==> src/rtl/hit_arbiter.sv <==
// hit_arbiter: registers landed hits between the two players, tracks damage and
// post-hit invulnerability, and queues one scaled hit event per target for the CPU.
module hit_arbiter #(
    parameter int INVULN_FRAMES = 30,
    parameter int DMG_MAX       = 999,
    parameter int KB_STEP_LOG2  = 7
) (
    input  logic        clock,
    input  logic        reset,
    input  logic        frame_tick,
    input  logic [31:0] p1_attack,
    input  logic [31:0] p2_attack,
    input  logic [31:0] p1_knockback,
    input  logic [31:0] p2_knockback,
    input  logic [1:0]  clear_damage,
    input  logic        hit_ready,
    output logic        hit_valid,
    output logic        hit_target,
    output logic [3:0]  hit_type,
    output logic [31:0] hit_knockback,
    output logic [9:0]  p1_damage,
    output logic [9:0]  p2_damage,
    output logic        p1_invuln,
    output logic        p2_invuln,
    output logic        overflow
);
    typedef enum logic [1:0] {ARMED, CAPTURE, SPENT} state_t;

    localparam logic [7:0]  INV_LOAD = 8'(INVULN_FRAMES);
    localparam logic [10:0] DMG_SAT  = 11'(DMG_MAX);

    logic [31:0] w_attack   [2];
    logic [31:0] w_kbIn     [2];
    logic [31:0] w_scaledKb [2];
    logic [9:0]  w_dmg      [2];
    logic [3:0]  w_hitCode  [2];
    logic [3:0]  w_hitDmg   [2];
    logic [3:0]  w_slotType [2];
    logic [31:0] w_slotKb   [2];
    logic        w_full     [2];
    logic        w_invuln   [2];
    logic        w_detect   [2];
    logic        w_capture  [2];
    logic        w_pop      [2];
    logic        w_drop     [2];
    logic        w_unusedBits;
    logic        r_sel;
    logic        r_overflow;

    function automatic logic [3:0] typeCode(input logic [9:0] bits);
        logic [3:0] code;
        code = 4'd0;
        for (int i = 9; i >= 0; i--) begin
            if (bits[i]) code = 4'(i + 1);
        end
        return code;
    endfunction

    function automatic logic [3:0] damageOf(input logic [3:0] code);
        case (code)
            4'd1, 4'd2, 4'd3, 4'd4: return 4'd12;
            4'd5:                   return 4'd3;
            4'd6, 4'd7:             return 4'd8;
            4'd8, 4'd9:             return 4'd6;
            4'd10:                  return 4'd4;
            default:                return 4'd0;
        endcase
    endfunction

    assign w_attack[0]  = p1_attack;
    assign w_attack[1]  = p2_attack;
    assign w_kbIn[0]    = p1_knockback;
    assign w_kbIn[1]    = p2_knockback;
    assign w_unusedBits = &{p1_attack[31:13], p2_attack[31:13]};

    // Index p is both "player p as attacker" and "player p as target / slot p".
    for (genvar p = 0; p < 2; p++) begin : g_player
        localparam int T = 1 - p;

        state_t      r_state;
        logic [3:0]  r_code;
        logic [3:0]  r_dmgAdd;
        logic [9:0]  r_dmg;
        logic [7:0]  r_invCnt;
        logic        r_full;
        logic [3:0]  r_slotType;
        logic [31:0] r_slotKb;
        logic [3:0]  w_code;
        logic [9:0]  w_steps;
        logic [15:0] w_mult;
        logic [10:0] w_sum;

        assign w_code        = typeCode(w_attack[p][10:1]);
        assign w_invuln[p]   = (r_invCnt != 8'd0);
        assign w_detect[p]   = (r_state == ARMED) & w_attack[p][0] & ~w_attack[T][12] & ~w_invuln[T];
        assign w_capture[p]  = (r_state == CAPTURE);
        assign w_hitCode[p]  = r_code;
        assign w_hitDmg[p]   = r_dmgAdd;
        assign w_dmg[p]      = r_dmg;
        assign w_full[p]     = r_full;
        assign w_slotType[p] = r_slotType;
        assign w_slotKb[p]   = r_slotKb;

        // Knockback multiplier comes from the target's damage before this hit lands.
        assign w_steps       = w_dmg[T] >> KB_STEP_LOG2;
        assign w_mult        = (w_steps > 10'd3) ? 16'd4 : 16'(w_steps) + 16'd1;
        assign w_scaledKb[p] = {w_kbIn[p][31:16] * w_mult, w_kbIn[p][15:0] * w_mult};

        assign w_sum    = {1'b0, r_dmg} + {7'd0, w_hitDmg[T]};
        assign w_pop[p] = hit_ready & r_full & (r_sel == 1'(p));
        assign w_drop[p] = w_capture[T] & r_full & ~w_pop[p];

        always_ff @(posedge clock or posedge reset) begin
            if (reset) begin
                r_state  <= ARMED;
                r_code   <= 4'd0;
                r_dmgAdd <= 4'd0;
            end else begin
                case (r_state)
                    ARMED: begin
                        if (w_detect[p]) begin
                            r_state  <= CAPTURE;
                            r_code   <= w_code;
                            r_dmgAdd <= damageOf(w_code);
                        end
                    end
                    CAPTURE: r_state <= SPENT;
                    SPENT:   if (!w_attack[p][11]) r_state <= ARMED;
                    default: r_state <= ARMED;
                endcase
            end
        end

        // Target-side state: damage, invulnerability and the pending-event slot.
        always_ff @(posedge clock or posedge reset) begin
            if (reset) begin
                r_dmg      <= 10'd0;
                r_invCnt   <= 8'd0;
                r_full     <= 1'b0;
                r_slotType <= 4'd0;
                r_slotKb   <= 32'd0;
            end else begin
                if (clear_damage[p])
                    r_dmg <= 10'd0;
                else if (w_capture[T])
                    r_dmg <= (w_sum > DMG_SAT) ? 10'(DMG_SAT) : 10'(w_sum);

                if (w_detect[T])
                    r_invCnt <= INV_LOAD;
                else if (frame_tick && r_invCnt != 8'd0)
                    r_invCnt <= r_invCnt - 8'd1;

                if (w_capture[T]) begin
                    if (!r_full || w_pop[p]) begin
                        r_full     <= 1'b1;
                        r_slotType <= w_hitCode[T];
                        r_slotKb   <= w_scaledKb[T];
                    end
                end else if (w_pop[p]) begin
                    r_full     <= 1'b0;
                    r_slotType <= 4'd0;
                    r_slotKb   <= 32'd0;
                end
            end
        end
    end

    // An empty selected slot with a full neighbour costs one bubble to swing over.
    always_ff @(posedge clock or posedge reset) begin
        if (reset) begin
            r_sel      <= 1'b0;
            r_overflow <= 1'b0;
        end else begin
            if (hit_valid && hit_ready)
                r_sel <= ~r_sel;
            else if (!w_full[r_sel] && w_full[~r_sel])
                r_sel <= ~r_sel;
            if (w_drop[0] || w_drop[1])
                r_overflow <= 1'b1;
        end
    end

    assign hit_valid     = w_full[r_sel];
    assign hit_target    = r_sel;
    assign hit_type      = w_slotType[r_sel];
    assign hit_knockback = w_slotKb[r_sel];
    assign p1_damage     = w_dmg[0];
    assign p2_damage     = w_dmg[1];
    assign p1_invuln     = w_invuln[0];
    assign p2_invuln     = w_invuln[1];
    assign overflow      = r_overflow;
endmodule

==> config.mk <==
export PLATFORM = sky130hd
export DESIGN_NAME = hit_arbiter
export DESIGN_NICKNAME = d
export VERILOG_FILES = /design/src/rtl/hit_arbiter.sv
export SDC_FILE = /design/constraint.sdc
export NUM_CORES = 1
export LEC_CHECK = 0
export CORE_ASPECT_RATIO = 0.6
export CORE_MARGIN = 10
export CORE_UTILIZATION = 40
export CTS_CLUSTER_SIZE = 30
export DETAILED_ROUTE_END_ITERATION = 10
export PLACE_DENSITY = 0.58
export SKIP_CTS_REPAIR_TIMING = 1
export SLEW_MARGIN = 10
export SYNTH_ARGS = -nofsm -noshare
export SYNTH_HDL_FRONTEND = slang
export SYNTH_SLANG_ARGS = --single-unit
==> constraint.sdc <==
create_clock -name clock -period 5.3 [get_ports clock]
set_input_delay 1.06 -clock clock [delete_from_list [all_inputs] [get_ports clock]]
set_output_delay 1.06 -clock clock [all_outputs]
set_load 0.02 [all_outputs]
Word-level counts from Yosys, hierarchy flattened
Memory sizes are Yosys's and may differ from the RTL's. A register that Yosys moved wholly into a read port is not among the register bits.
Cells that the tools add are included.
W data, S select, Z words.
- register bits: 124
- bits in read-only memories: 128
- input port bits: 134
- output and inout bits: 61
- word-level logic and storage cells: 164
- memories: 2
- memories (name ; depth ; bits a word ; read ports ; clocked after memory_dff ; wr ports ; RTL line ; RTL):
    (name not given) ; 16 ; 4 ; 1 ; 1 ; 0 ; 60 ; case (code)
    (name not given) ; 16 ; 4 ; 1 ; 1 ; 0 ; 60 ;
- $add $sub $neg: 6
- multipliers: 4
- magnitude comparators: 6
- eq/ne operators: 10
- mux-type cells: 70
- bitwise gates (word level): 23
- reduce and logical (&&, ||, !) cells: 27
- operators by type and width (kind ; count):
    $mux W32 ; 9
    $mux W4 ; 31
    $mul A16 B4 Y16 ; 4
    $mux W10 ; 6
    $mux W8 ; 4
    $add A10 B4 Y11 ; 2
    $gt A11 B10 Y1 const B ; 2
    $reduce_bool A8 Y1 ; 2
    $sub A8 B1 Y8 const B ; 2
    $and A1 B1 Y1 ; 14
    $mux W1 ; 14
    $reduce_bool A2 Y1 ; 7
    $pmux W2 S3 ; 2
    $reduce_and A2 Y1 ; 6
    $add A3 B1 Y4 const B ; 2
    $mux W2 ; 4
    $ne A2 B2 Y1 const B ; 4
    $not A1 Y1 ; 7
    $gt A3 B2 Y1 const B ; 2
    $eq A2 B1 Y1 const B ; 2
    $eq A2 B2 Y1 const B ; 2
    $ge A2 B2 Y1 const B ; 2
    $logic_and A1 B1 Y1 ; 4
    $logic_not A2 Y1 ; 2
    4 further kinds ; 10

Longest topological paths before layout
Gate-level depths: netlist (run 1).
- depth after elaboration: 10
- gate-level depth with buffers: 19
- mapped depth without buffers: 16

Least setup slack after synthesis (run 1)
Ideal clock, no wire load.
- path type: reg-to-reg
- from: register g_player[0].r_dmg[7] (netlist: p1_damage[7])
- to: register g_player[0].r_slotKb[31]
- library setup time: 0.122 ns
- arrival: 4.620 ns
- data required time: 5.178 ns
- setup slack: 0.559 ns
- cell stages (with the launch flop): 17
- path buffers: 2
- clock period less this slack: 4.741 ns
- cells stage by stage: dfrtp_1 ha_1 nor3b_1 clkbuf_1 clkbuf_1 nand2_1 fa_1 fa_1 inv_1 ha_1 a211oi_1 nor2_1 o41a_1 a311oi_1 a21oi_1 or3_1 a32o_1
- cells in the longest elaborated chain, start to end: 5
- elaborated cells on any way between the ends: 6
- those cells by class: add/sub: 1; mul: 1; order compare: 1; mux: 3
- RTL lines (element ; RTL line ; RTL):
    from (decl) ; 83 ; logic [9:0] r_dmg;
    from (signal assigned) ; 146 ; r_dmg <= (w_sum > DMG_SAT) ? 10'(DMG_SAT) : 10'(w_sum);
    $add A3 B1 Y4 / $gt A3 B2 Y1 (equally long branches) ; 106 ; assign w_mult = (w_steps > 10'd3) ? 16'd4 : 16'(w_steps) + 16'd1;
    $mux W4 * ; 106 ;
    $mul A16 B4 Y16 * ; 107 ; assign w_scaledKb[p] = {w_kbIn[p][31:16] * w_mult, w_kbIn[p][15:0] * w_mult};
    $mux W32 * ; 154 ; if (!r_full || w_pop[p]) begin
    $mux W32 * ; 153 ; if (w_capture[T]) begin
    to (signal assigned) ; 157 ; r_slotKb <= w_scaledKb[T];
    to (decl) ; 87 ; logic [31:0] r_slotKb;
Mark *: on every way between the ends. The rest lies on a longest branch, timed or not. The select of a mux whose other input is x is not followed.
A chain may end at the register's enable or synchronous reset.

Worst setup path in the final report (run 1)
Same ends and word-level chain as after synthesis.

==> results of run 1 <==
[layout by cell type, fill, tap and decap left out, types with 10 or more instances in the layout]
master,count
ha_1,76
a211oi_1,13
mux2_2,38
o31ai_1,10
inv_1,204
nor2b_1,11
a22o_1,45
or3_1,11
nand2_1,142
clkbuf_16,17
nand2b_1,16
buf_4,12
conb_1,48
fa_1,102
a21oi_1,42
nor3_1,20
and2_1,111
xor2_1,29
o21ai_0,58
a21o_1,13
nor2_1,54
nand3_1,21
xnor2_1,41
clkdlybuf4s50_1,156
dfrtp_1,131
[cells by family after synthesis]
family	count (synthesis)	share of synthesized area, %
mux	45	4.00
simple gates	430	17.6
xor+xnor	70	4.92
fa+ha+maj	178	24.0
other cells	2	0.0603
flops	132	26.5
compound gates	267	15.0
buf+inv	257	7.90
[per-stage QoR]
stage / hold slack, ns / total power, uW
after floorplan: 0.433 / 2410
after global placement: 0.459 / 2960
after detailed placement: 0.450 / 2990
after CTS: 0.468 / 4170
after global routing: 0.492 / 4390
final: 0.470 / 4110
[final timing paths]
check	startpoint	end	slack (ns)	cells past startpoint
min reg2reg	g_player[0].r_invCnt[6]	g_player[0].r_invCnt[6]	0.47	1
max in group asynchronous	reset	g_player[1].r_slotKb[11]	3.17	3
max	p1_damage[7]	g_player[0].r_slotKb[31]	0.49	16
min	g_player[0].r_invCnt[6]	g_player[0].r_invCnt[6]	0.47	1
max reg2reg	p1_damage[7]	g_player[0].r_slotKb[31]	0.49	16
min in group asynchronous	reset	g_player[1].r_invCnt[4]	1.23	2
[layout make-up]
type	instances	area [sq um]	area share, %
Tap cell	408	510	3.35
Inverter	206	781	5.12
Clock inverter	14	133	0.870
Multi-Input combinational cell	1038	8400	55.1
Antenna cell	3	7.51	0.0492
Sequential cell	132	3300	21.7
Timing Repair Buffer	169	1670	11.0
Clock buffer	18	439	2.88
[power breakdown]
group	leakage, uW	total (uW)	switching [uW]	internal (uW)
Clock	0.000278	1150	521	634
Sequential	0.00176	1480	236	1250
Combinational	0.00533	1470	719	752
Total	0.00737	4110	1480	2630
[state kept, by name (all words and copies together) (netlist names)]
name / count
g_player.r_slotKb: 64
g_player.r_invCnt: 16
p1_damage: 10
p2_damage: 10
g_player.r_code: 8
g_player.r_dmgAdd: 8
g_player.r_slotType: 8
g_player.r_state: 4
g_player.r_full: 2
hit_target: 1
overflow: 1
[per-layer routing]
| metal | vias to the layer above | part of all wire (%) | wire length, um | track usage, % |
|---|---|---|---|---|
| met3 | 27 | 3.8 | 1160 | 3.64 |
| met2 | 134 | 48 | 14500 | 27.4 |
| li1 | 4932 | - | - | - |
| met1 | 4846 | 47 | 14400 | 20.4 |
| met5 | - | 0 | 0 | 0 |
| met4 | 0 | 1.3 | 411 | 4.08 |
==> impl_metrics.json, run 1 <==
{
  "core-area_sq_um": 30300,
  "synth_common_cells": "inv_1 (205), nand2_1 (142), dfrtp_1 (132)",
  "synth_area_leaders": "dfrtp_1 (27%), fa_1 (16%), ha_1 (7.6%), inv_1 (6.2%), and2_1 (5.6%)",
  "synth_ff_type": "dfrtp_1",
  "cts_buffers": 17,
  "yosysTopAreaCellShare_pct": 26.5,
  "leakage_uw": 0.00737,
  "syn_avg_cell_area_sq_um": 9.03,
  "hpwl_um": 24600,
  "vdd_ir_drop_max_uv": 208,
  "grt_use_total_pct": 16.2,
  "dp_cells": 1953,
  "syn_inst": 1381,
  "fin_cells": 1988,
  "slew_headroom_pct": 24.4,
  "max_cap_viol_count": 0,
  "first_pass_iters": 6,
  "die_w_um": 248,
  "num_rows": 49,
  "ios": 195,
  "placed_area_sq_um": 14700,
  "synth_cell_types": 71,
  "yosysSeqAreaShare_pct": 26.5,
  "critical_path_required_ns": 5.62,
  "path_cells": "ha_1, nor2_1, nand2_1, buf_4, nand2_1, fa_1, fa_1, inv_1, ha_1, a211oi_1, nor2_1, o41a_1, a311oi_1, a21oi_1, or3_1, a32o_1",
  "rsz0062_at_grt": "false",
  "fill_cells": 2895,
  "powerDensity_nw_per_um2": 270,
  "wl_um": 30500,
  "clkTransAtPathRegs_ns": 0.07,
  "route.detailed.drc": 0,
  "finalCriticalPeriod_ns": 4.81,
  "synth_edf_count": 0,
  "grt_pass1_wl_um": 51600,
  "yosysMostFrequentCell": "inv_1",
  "critPathMaxStageDelay_ns": 0.50,
  "netlist_area_sq_um": 12500,
  "grt-ovfl-total": 0,
  "drt-vias-per-instance": 5.00,
  "crit_arrival_ns": 5.13,
  "root_buffer": "clkbuf_16",
  "crit_buf_inv": 2,
  "crit_type": "reg -> reg",
  "tightest_slew_ns": 1.13,
  "drive_above_1_share_pct": 6.79,
  "grt_pass1_vias": 10600,
  "fp.dieH_um": 157,
  "area_growth_pct": 22.3,
  "critPathLaunchType": "flip-flop",
  "finalHoldViolations": 0,
  "cts.sinks": 132,
  "setup_tns_ns": 0,
  "fmax_mhz": 208,
  "routabilityCongestion": 0.842,
  "start_util_pct": 41.1,
  "run_status": "finished clean",
  "pre_cts_ws_ns": 0.281,
  "yosys.area.top_type": "dfrtp_1",
  "hp-class": "reg -> reg",
  "vias": 9939,
  "finalCritPeriodShare_pct": 90.7,
  "slowest_stage": "dfrtp_1",
  "crit_path_end_kind": "flip-flop",
  "drtAntennaViolNets": 0,
  "drt_iter0_markers": 478,
  "nets": 1876,
  "numPortBuffers": 156,
  "cts_tree": "built",
  "worstSkewPairLatency_ns": 0.43,
  "fin_util_pct": 50.2,
  "clock_path_buffers": 2,
  "ys_seq_elements": 132,
  "yosys_warnings": 0,
  "final_area_sq_um": 15200,
  "timing.final.max_slew_violations": 0,
  "wl_per_cell_um": 15.3,
  "setup_violations": 0,
  "async_flop_share_pct": 100,
  "setup_ws_ns": 0.492,
  "skew_ns": 0.0132,
  "cp_max_fo": 16,
  "dieArea_sq_um": 38900,
  "antenna_found_initial": 2,
  "cts.htree.levels": 4,
  "grt_max_degree": 81,
  "path_delay_family": "adder cells"
}
No activity file was read; power rests on OpenSTA's default activity.
==> run 2, diff against run 1 <==
Settings changed: CORE_UTILIZATION 40 to 56, PLACE_DENSITY 0.58 to 0.79.
==> run 2 against run 1 <==
  * Largest power group unchanged
  * Largest cell class unchanged
  * Total power hardly changed
  * Critical path type unchanged
  * Combinational power hardly changed
  * Clock-buffer cell count is 2 higher
  * Sequential share of layout area is 0.28 points higher
  * Core utilization is 18 points higher
==> impl_metrics.json, run 2 (synthesis gave the netlist of run 1 again) <==
{
  "run_status": "finished clean",
  "fp.dieH_um": 136,
  "vias": 10200,
  "grt_max_degree": 64,
  "drt-vias-per-instance": 5.48,
  "leakage_uw": 0.00734,
  "critPathMaxStageDelay_ns": 0.53,
  "drtAntennaViolNets": 0,
  "wl_per_cell_um": 16.1,
  "largest_reg_flops": 64,
  "p_total_uw": 4110,
  "fmax_mhz": 207,
  "busiest_layer": "met2",
  "rsz0062_at_grt": "false",
  "num_rows": 42,
  "vdd_ir_drop_max_uv": 257,
  "crit_arrival_ns": 5.11,
  "routabilityCongestion": 0.893,
  "first_pass_iters": 5,
  "wl_um": 29900,
  "cp_max_fo": 24,
  "ios": 195,
  "use_met2_pct": 35.8,
  "drt_iter0_markers": 576,
  "seq_area_sq_um": 3300,
  "powerDensity_nw_per_um2": 273,
  "fill_cells": 1716,
  "diodes": 0,
  "crit_buf_inv": 2,
  "dieArea_sq_um": 28800,
  "cts_buffers": 17,
  "setup_violations": 0,
  "skew_ns": 0.0129,
  "clkTransAtPathRegs_ns": 0.06,
  "dp_cells": 1829,
  "layout_commonest_cell": "inv_1",
  "critPathLaunchType": "flip-flop",
  "hpwl_um": 23800,
  "nets": 1874,
  "start_util_pct": 56.7,
  "setup_tns_ns": 0,
  "root_buffer": "clkbuf_16",
  "slew_headroom_pct": 25.8,
  "cts_tree": "built",
  "crit_type": "reg -> reg",
  "placed_area_sq_um": 14500,
  "area_growth_pct": 20.8,
  "numPortBuffers": 156,
  "multi_input_area_sq_um": 8400,
  "core-area_sq_um": 22000,
  "final_cell_mix": "inv_1 (204), clkdlybuf4s50_1 (156), nand2_1 (142), dfrtp_1 (131), and2_1 (111)",
  "path_cells": "ha_1, nor2_1, nand2_1, and2_1, fa_1, inv_1, fa_1, inv_1, ha_1, a21o_1, a22o_1, o2111ai_1, a21boi_0, o41ai_1, xor2_1, o21ai_0",
  "grt_pass1_vias": 10600,
  "slowest_stage": "fa_1",
  "fin_cells": 1861,
  "final_area_sq_um": 15100,
  "crit_path_end_kind": "flip-flop",
  "finalCriticalPeriod_ns": 4.83,
  "grt-ovfl-total": 0,
  "cts.htree.levels": 4,
  "cts.sinks": 132,
  "max_cap_viol_count": 0,
  "grt_pass1_wl_um": 50800,
  "path_delay_family": "adder cells",
  "tightest_slew_ns": 1.11,
  "grt_use_total_pct": 21.4,
  "antenna_found_initial": 1,
  "finalHoldViolations": 0,
  "critical_path_required_ns": 5.57,
  "die_w_um": 213,
  "timing.final.max_slew_violations": 0,
  "hp-class": "reg -> reg",
  "drive_above_1_share_pct": 6.54,
  "grt_util_met3_pct": 5.22,
  "top_register": "g_player.r_slotKb",
  "worstSkewPairLatency_ns": 0.43,
  "clock_path_buffers": 2,
  "use_met1_pct": 27.7,
  "route.detailed.drc": 0,
  "finalCritPeriodShare_pct": 91.2,
  "top_regs": "g_player.r_slotKb x64, g_player.r_invCnt x16"
}
## run 2: cell type report
class	count	area share, %
multi-input cells	1038	55.8
repair buffers	167	10.9
clock buffers	20	2.97
flip-flops and latches	132	22.0
well taps	286	2.38
clock inverters	12	0.790
inverters	206	5.19
## run 2: final timing paths
path	startpoint	endpoint	slack, ns	depth (start not counted)
setup / recovery	p2_damage[7]	g_player[1].r_slotKb[30]	0.47	16
hold / removal	g_player[1].r_slotKb[27]	g_player[1].r_slotKb[27]	0.48	2
setup reg to reg	p2_damage[7]	g_player[1].r_slotKb[30]	0.47	16
hold reg to reg	g_player[1].r_slotKb[27]	g_player[1].r_slotKb[27]	0.48	2
max in group asynchronous	reset	g_player[0].r_slotKb[15]	3.17	3
min in group asynchronous	reset	g_player[1].r_invCnt[4]	1.15	2
## run 2: tightest hold or removal path, stage by stage, from the launching register on
cell	delay (ns)
dfrtp_1	0.34
nand2_1	0.04
o21ai_0	0.06
## run 2: routing by layer
metal	part of all wire, %	up-vias	wire [um]
met4	1.3	0	376
met3	5.6	33	1670
li1	-	4929	-
met1	45	5014	13400
met2	48	220	14500
met5	0	-	0
## run 2: power breakdown
| group | switching (uW) | internal [uW] |
|---|---|---|
| clock | 481 | 665 |
| combinational | 731 | 751 |
| sequential | 234 | 1250 |
| total | 1450 | 2670 |
## run 2: per-stage QoR
stage / setup WS, ns / hold slack (ns) / util [%]
after CTS: 0.322 / 0.479 / 68.5
after global placement: 0.358 / 0.450 / 65.9
final: 0.468 / 0.478 / 68.5
after floorplan: 0.559 / 0.433 / -
after global routing: 0.0610 / 0.507 / 68.5
after detailed placement: 0.281 / 0.465 / 65.9
==> run 3, diff against run 2 <==
Settings changed: CORE_UTILIZATION 56 to 50, PLACE_DENSITY 0.79 to 0.74.
Clock period 5.3 ns to 4.4 ns, I/O delays scaled along.
==> run 3 against run 2 <==
  * Combinational power grew 27%
  * Worst hold slack lost 0.0062 ns
  * Worst setup slack lost 0.38 ns
  * Total power grew 26%
  * Final cell count grew 6.1%
  * Flip-flop and latch count is the same
==> impl_metrics.json, run 3 (synthesis gave the netlist of run 1 again) <==
{
  "run_status": "finished clean",
  "r2r-start": "p1_damage[8]",
  "critical_path_required_ns": 4.71,
  "fp.dieH_um": 142,
  "dp_cells": 1928,
  "largest_reg_flops": 64,
  "ios": 195,
  "core-area_sq_um": 24300,
  "whs_ns": 0.472,
  "reg2reg_to": "g_player[0].r_slotKb[31]",
  "cp_max_fo": 7,
  "fmax_mhz": 232,
  "layout_commonest_cell": "inv_1",
  "routabilityCongestion": 0.890,
  "cts_buffers": 17,
  "drive_above_1_share_pct": 13.4,
  "max_cap_viol_count": 0,
  "start_util_pct": 51.2,
  "final_cell_mix": "inv_1 (201), clkdlybuf4s50_1 (156), nand2_1 (141), dfrtp_1 (129), and2_1 (110)",
  "slew_headroom_pct": 28.8,
  "diodes": 0,
  "crit_type": "reg -> reg",
  "endpoint": "g_player[0].r_slotKb[31]",
  "num_rows": 44,
  "critPathLaunchType": "flip-flop",
  "wl_um": 31200,
  "tightest_slew_ns": 1.07,
  "grt_pass1_wl_um": 51300,
  "cts.htree.levels": 4,
  "numPortBuffers": 156,
  "finalHoldViolations": 0,
  "startpoint": "p1_damage[8]",
  "grt_use_total_pct": 19.4,
  "vdd_ir_drop_max_uv": 288,
  "dr_wl_met3_um": 1500,
  "timing.final.max_slew_violations": 0,
  "hpwl_um": 24600,
  "finalCritPeriodShare_pct": 97.9,
  "area_growth_pct": 28.6,
  "cts_tree": "built",
  "root_buffer": "clkbuf_16",
  "wl_per_cell_um": 15.8,
  "drt-vias-per-instance": 5.27,
  "fin_util_pct": 65.9,
  "drt_iter0_markers": 543,
  "skew_ns": 0.0144,
  "drt-met1-wl_um": 14300,
  "top_register": "g_player.r_slotKb",
  "cts.sinks": 132,
  "crit_arrival_ns": 4.62,
  "antenna_found_initial": 0,
  "dieArea_sq_um": 31900,
  "vias": 10400,
  "r2r_cells": 15,
  "first_pass_iters": 5,
  "clock_path_buffers": 2,
  "route.detailed.drc": 0,
  "grt_pass1_vias": 10800,
  "finalCriticalPeriod_ns": 4.31,
  "ff2ff_setup_slack_ns": 0.09,
  "grt-ovfl-total": 0,
  "nets": 1952,
  "crit_path_end_kind": "flip-flop",
  "top_regs": "g_player.r_slotKb x64, g_player.r_invCnt x16",
  "grt_max_degree": 74,
  "powerDensity_nw_per_um2": 322,
  "die_w_um": 224,
  "setup_violations": 0,
  "fin_cells": 1975,
  "drtAntennaViolNets": 0,
  "clkTransAtPathRegs_ns": 0.06,
  "top_layer": "met4",
  "routed-wl-met2_um": 15200,
  "hp-class": "reg -> reg",
  "leakage_uw": 0.00779,
  "worstSkewPairLatency_ns": 0.43
}
==> run 3: cell types whose count changed in the layout (fill, tap and decap cells not counted), moves of 5 or more <==
cell    delta
buf_4     +69
buf_6      +5
ha_1      -10
ha_4       +8
nor2_1     -5
==> run 3: cell type report <==
| class | count | area [sq um] |
|---|---|---|
| Clock buffer | 17 | 425 |
| Clock inverter | 15 | 193 |
| Fill cell | 2016 | 8300 |
| Inverter | 206 | 782 |
| Multi-Input combinational cell | 1040 | 8670 |
| Sequential cell | 132 | 3310 |
| Tap cell | 322 | 403 |
| Timing Repair Buffer | 243 | 2260 |
==> run 3: power by group <==
group          total, uW  leakage (uW)  switching, uW  internal [uW]
sequential          1790       0.00176            285           1500
combinational       1880       0.00573            906            978
clock               1490      0.000302            582            907
==> run 3: worst max-delay path, stage by stage, from the launching register on <==
cell	delay, ns
dfrtp_1	0.41
ha_2	0.33
nor3b_4	0.20
buf_6	0.15
nand2_1	0.06
fa_1	0.49
fa_1	0.40
inv_1	0.11
ha_4	0.21
a211oi_2	0.24
nor2_2	0.08
o41a_1	0.42
a311oi_2	0.31
a21oi_1	0.11
or3_1	0.38
a32o_1	0.26
==> run 3: how the worst min path moves through the flow <==
| stage | cells after the start | from | end |
|---|---|---|---|
| 2_1_floorplan | 1 | g_player[0].r_invCnt[6] | g_player[0].r_invCnt[6] |
| 3_3_place_gp | 1 | g_player[0].r_invCnt[6] | g_player[0].r_invCnt[6] |
| 3_5_place_dp | 1 | g_player[0].r_invCnt[6] | g_player[0].r_invCnt[6] |
| 4_1_cts | 1 | g_player[0].r_invCnt[6] | g_player[0].r_invCnt[6] |
| 5_1_grt | 1 | g_player[0].r_invCnt[6] | g_player[0].r_invCnt[6] |
| 6_report | 1 | g_player[0].r_invCnt[6] | g_player[0].r_invCnt[6] |
==> run 3: metal layers <==
metal / GRT usage (%) / vias up
met4: 2.94 / 0
met2: 33.1 / 196
met1: 24.9 / 5109
li1: - / 5094
met3: 4.62 / 17
met5: 0 / -
==> run 3: metrics by stage <==
step / setup TNS, ns / instance area (sq um) / power (uW) / setup slack [ns]
CTS: -0.826 / 15700 / 5170 / -0.194
floorplan: -0.0651 / 12700 / 2910 / -0.0651
detailed placement: -1.23 / 15000 / 3650 / -0.299
global route: -0.211 / 16000 / 5490 / -0.0841
global placement: -0.855 / 15000 / 3600 / -0.256
finish: 0 / 16000 / 5160 / 0.0930
